**src/rtl/mul_pkg.sv**
```systemverilog
// Shared definitions for the repeated-addition multiplier.
// Default widths and the controller-to-datapath control bundle.
package mul_pkg;

    localparam int MUL_WIDTH   = 16;
    localparam int MUL_P_WIDTH = 32;

    typedef struct packed {
        logic lda;
        logic ldb;
        logic ldp;
        logic clrp;
        logic decb;
    } mul_ctrl_t;

endpackage

```
**src/rtl/mul_down_counter.sv**
```systemverilog
// Loadable down-counter that saturates at zero.
// Drives the multiplier's B operand and its zero flag.
module mul_down_counter #(
    parameter int WIDTH = 16
)(
    input  logic             clk,
    input  logic             rst,
    input  logic             load,
    input  logic             dec,
    input  logic [WIDTH-1:0] d,
    output logic [WIDTH-1:0] q,
    output logic             zero
);

    assign zero = (q == '0);

    always_ff @(posedge clk or posedge rst) begin
        if (rst) begin
            q <= '0;
        end else if (load) begin
            q <= d;
        end else if (dec && !zero) begin
            q <= q - 1'b1;
        end
    end

endmodule

```
**src/rtl/mul_datapath.sv**
```systemverilog
// Multiplier datapath: A register, B counter, P accumulator, result handshake.
// Define MUL_OVF_FLAG_EN to add the sticky ovf / res_ovf outputs.
module mul_datapath
    import mul_pkg::*;
#(
    parameter int WIDTH   = MUL_WIDTH,
    parameter int P_WIDTH = MUL_P_WIDTH
)(
    input  logic               clk,
    input  logic               rst,
    input  logic [WIDTH-1:0]   data_in,
    input  logic               LdA,
    input  logic               LdB,
    input  logic               LdP,
    input  logic               clrP,
    input  logic               decB,
    input  logic               done,
    output logic               eqz,
    output logic [P_WIDTH-1:0] result,
    output logic               res_valid,
    input  logic               res_ready
`ifdef MUL_OVF_FLAG_EN
    ,
    output logic               ovf,
    output logic               res_ovf
`endif
);

    mul_ctrl_t          ctrl;
    logic [WIDTH-1:0]   a;
    logic [WIDTH-1:0]   b;
    logic [P_WIDTH-1:0] p;
    logic [P_WIDTH-1:0] a_ext;
    logic [P_WIDTH-1:0] sum;
    logic               done_q;
    logic               cap;

    assign ctrl = '{lda: LdA, ldb: LdB, ldp: LdP, clrp: clrP, decb: decB};
    assign cap  = done & ~done_q;

    always_comb begin
        a_ext = '0;
        a_ext[WIDTH-1:0] = a;
    end

`ifdef MUL_OVF_FLAG_EN
    logic carry;
    assign {carry, sum} = {1'b0, p} + {1'b0, a_ext};
`else
    assign sum = p + a_ext;
`endif

    mul_down_counter #(.WIDTH(WIDTH)) u_b (
        .clk  (clk),
        .rst  (rst),
        .load (ctrl.ldb),
        .dec  (ctrl.decb),
        .d    (data_in),
        .q    (b),
        .zero (eqz)
    );

    always_ff @(posedge clk or posedge rst) begin
        if (rst) begin
            a <= '0;
        end else if (ctrl.lda) begin
            a <= data_in;
        end
    end

    always_ff @(posedge clk or posedge rst) begin
        if (rst) begin
            p <= '0;
        end else if (ctrl.clrp) begin
            p <= '0;
        end else if (ctrl.ldp) begin
            p <= sum;
        end
    end

    // Capture on done's rising edge wins over a same-cycle accept.
    always_ff @(posedge clk or posedge rst) begin
        if (rst) begin
            done_q    <= 1'b0;
            result    <= '0;
            res_valid <= 1'b0;
        end else begin
            done_q <= done;
            if (cap) begin
                result    <= p;
                res_valid <= 1'b1;
            end else if (res_valid && res_ready) begin
                res_valid <= 1'b0;
            end
        end
    end

`ifdef MUL_OVF_FLAG_EN
    always_ff @(posedge clk or posedge rst) begin
        if (rst) begin
            ovf     <= 1'b0;
            res_ovf <= 1'b0;
        end else begin
            if (ctrl.clrp) begin
                ovf <= 1'b0;
            end else if (ctrl.ldp && carry) begin
                ovf <= 1'b1;
            end
            if (cap) begin
                res_ovf <= ovf;
            end
        end
    end
`endif

    logic unused_b;
    assign unused_b = ^b;

endmodule

```
**config.mk**
```make
export PLATFORM = sky130hd
export DESIGN_NAME = mul_datapath
export DESIGN_NICKNAME = d
export VERILOG_FILES = /design/src/rtl/mul_pkg.sv /design/src/rtl/mul_down_counter.sv /design/src/rtl/mul_datapath.sv
export SDC_FILE = /design/constraint.sdc
export NUM_CORES = 1
export LEC_CHECK = 0
export CORE_MARGIN = 5
export CORE_UTILIZATION = 57
export DETAILED_ROUTE_END_ITERATION = 8
export GPL_TIMING_DRIVEN = 0
export PLACE_DENSITY_LB_ADDON = 0.25
export SETUP_SLACK_MARGIN = 0.1
export SLEW_MARGIN = 15
export SYNTH_ARGS = -nofsm -noshare
export SYNTH_HDL_FRONTEND = slang
export SYNTH_HIERARCHICAL = 1
export SYNTH_SLANG_ARGS = --single-unit
```
**constraint.sdc**
```tcl
create_clock -name clk -period 3.6 [get_ports clk]
set_clock_uncertainty 0.15 [all_clocks]
set_input_delay 0.36 -clock clk [delete_from_list [all_inputs] [get_ports clk]]
set_output_delay 0.36 -clock clk [all_outputs]
set_load 0.005 [all_outputs]
```
==> out/qor.csv <==
stage,metric,value,unit
run_status,outcome,finished clean,
sta,period_share,85.4,%
drt,wire_per_inst,17.4,um
sta,grt_setup_unrepaired,no,
grt,overflow,0,
drt,drtIter0Drc,259,
clock_tree,cts_resized,0,
worst_setup_path,ff2ff_setup_slack,0.64,ns
power_and_ir_drop,internal_power,1.98,mW
synth,avgSynthCellArea,10.4,um2
worst_setup_path,reg2reg_from,p[0],
power_and_ir_drop,p_clk_share,27.1,%
min_path,hold_class,input pin to asynchronous set/reset pin,
placed_design,pre_cts_slack,0.692,ns
worst_setup_path,worstPathMaxFanout,5,
sta,post-route-min-period,3.07,ns
grt,grt_max_degree,54,
finish,n_antenna_cell,0,
clock_tree,cts_sinks,98,
worst_setup_path,crit_path_start,u_b/q[0],
grt,grt_use_total,22.0,%
sta,finalSetupViolCount,0,
grt,antenna_found_initial,0,
sta,hold_violations,0,
clock_tree,cts-root-buf,clkbuf_8,
clock_tree,cts_tree,done,
finish,syn_to_final_growth,17.5,%
placed_design,io_buffers,55,
finish,fin_util,68.2,%
drt,drc_errors,0,
finish,final_nets,624,
worst_setup_path,criticalPathCategory,flip-flop to primary output,
finish,final_cell_mix,"98 x dfrtp_1, 55 x clkdlybuf4s50_1, 47 x mux2_2",
worst_setup_path,critPathArrivalTime,2.56,ns
power_and_ir_drop,irDropWorstVdd,0.395,mV
synth,synth-edff-count,0,
floorplanning,die_area,11400,um2
grt,grt_pass1_vias,4197,
worst_setup_path,reg2reg_depth,9,
power_and_ir_drop,p_leak,2.79,nW
power_and_ir_drop,p_sw,0.891,mW
sta,worstMarginPinSlew,0.873,ns
floorplanning,num_io_pins,59,
synth,yosys.cell_types.count,65,
sta,timing.slew.headroom,41.2,%
floorplanning,core,9200,um2
synth,ys_seq_elements,98,
finish,fin_cells,697,
clock_tree,clock_latency,0.37,ns
finish,final_common_cell,dfrtp_1,
power_and_ir_drop,seqPwrFrac,45.6,%
run,max_cap_viol_count,0,
clock_tree,ctsHoldBuffers,0,
clock_tree,cts_made_buffers,9,
floorplanning,row_count,35,
power_and_ir_drop,pwr-share-comb,27.2,%
worst_setup_path,cp-endpoint,eqz,
placed_design,dp_hpwl,9020,um
synth,synthArstFlopShare,100,%
synth,synthesis.nets,557,
drt,ant_nets,0,
worst_setup_path,cp-end-kind,primary output,
placed_design,dp.cells,681,
synth,synthesis.instances,514,
drt,wirelength,12100,um
drt,num_vias,4206,
floorplanning,die_x,107,um
sta,drv_slew,0,
drt,post_drt_via_cell_ratio,6.03,
clock_tree,cts_setup_buffers,0,
floorplanning,initial_core_util,58.0,%
floorplanning,dieHeight,107,um
clock_tree,cts_max_level,3,
drt,dr.pass1.iters,5,
worst_setup_path,start_kind,flip-flop,
synth,syn_area,5340,um2
synth,seq_area_frac_synth,45.9,%
finish,drive_gt1_share,15.7,%
clock_tree,cts.clk_slew.worst_paths,0.09,ns
power_and_ir_drop,switching_share,31.0,%
power_and_ir_drop,power_density,458,nW/um2
worst_setup_path,cp_data_required_time,3.09,ns
synth,ys.flop_type,dfrtp_1,
grt,grt_pass1_wl,20200,um
sta,layout_setup_ws,0.525,ns
clock_tree,cts_buffer_depth,2,
sta,fmax,325,MHz
worst_setup_path,r2r-end,p[28],
placed_design,place_congestion,0.923,
synth,yosys_warnings,6,
-- kinds of logic after synthesis --
family	count (synthesis)	synth area share [%]
AND/OR/NAND/NOR	183	17.9
AO/OA/AOI/OAI	104	13.4
flip-flops	98	45.9
multiplexers	65	13.5
buffers and inverters	35	3.05
adder cells (fa/ha/maj)	18	4.36
XOR/XNOR	11	1.81
-- flip-flops by register name (all words and copies together) (netlist names) --
signal	cells
p	32
a	16
done_q	1
u_b/q	16
res_valid	1
result	32
-- power by group through the flow --
stage | Sequential, mW | Combinational (mW) | Clock (mW)
2_1_floorplan | 1.31 | 0.527 | 0
3_3_place_gp | 1.32 | 0.747 | 0
3_5_place_dp | 1.33 | 0.773 | 0
4_1_cts | 1.31 | 0.778 | 0.790
5_1_grt | 1.33 | 0.863 | 0.835
6_report | 1.31 | 0.781 | 0.779
-- worst min path at each step --
stage,startpoint,endpoint,slack (ns),cells past startpoint
after floorplan,rst,u_b/q[0],0.12,1
after global placement,result[16],result[16],0.33,2
after detailed placement,result[16],result[16],0.33,2
after CTS,rst,result[12],0.22,2
after global routing,rst,a[12],0.26,2
final,rst,a[12],0.21,2
-- synthesized netlist by cell type (6+ instances only) --
cell      count  area share (%)
and3_1        6            0.70
nor2b_1      17             2.0
nor3_1        7            0.66
clkbuf_1     13            0.91
o21ai_1      10            0.94
a31oi_1       8            0.94
mux2_1       11             2.3
o21ai_0      15             1.4
nand4_1      10             1.2
nand2_1      43             3.0
inv_1        13            0.91
nor2_1       46             3.2
xor2_1        9             1.5
mux2i_1       7             1.3
mux2_2       47             9.9
nand2b_1      9             1.1
nand3_1      12             1.1
dfrtp_1      98              46
a21oi_1      20             1.9
ha_1         17             4.0
a21o_1        7            0.98
-- critical path, stage by stage (launching register included) --
cell and delay, ns:
dfrtp_1 0.38, inv_1 0.10, ha_1 0.24, nor3b_1 0.53
and4_1 0.40, clkdlybuf4s50_1 0.54
-- through the flow --
step           power, mW  area, um2  hold slack, ns  TNS, ns
6_report            2.87       6270           0.207        0
3_3_place_gp        2.07       6030           0.328   -23.86
2_1_floorplan       1.83       5340           0.124        0
4_1_cts             2.88       6270           0.224        0
5_1_grt             3.03       6270           0.256        0
3_5_place_dp        2.11       6060           0.333        0
-- cell type report --
| class | instances | area, um2 |
|---|---|---|
| multi-input cells | 381 | 2720 |
| clock inverters | 7 | 92.6 |
| inverters | 14 | 55.1 |
| well taps | 111 | 139 |
| repair buffers | 56 | 578 |
| fillers | 724 | 2920 |
| clock buffers | 9 | 124 |
| plain buffers | 21 | 110 |
| flip-flops and latches | 98 | 2450 |
-- per-layer routing --
metal	GRT usage [%]	wire [um]
met5	0	0
met4	5.39	159
met3	4.70	730
met2	34.9	5590
met1	31.0	5640
No activity file was read; power rests on OpenSTA's default activity.
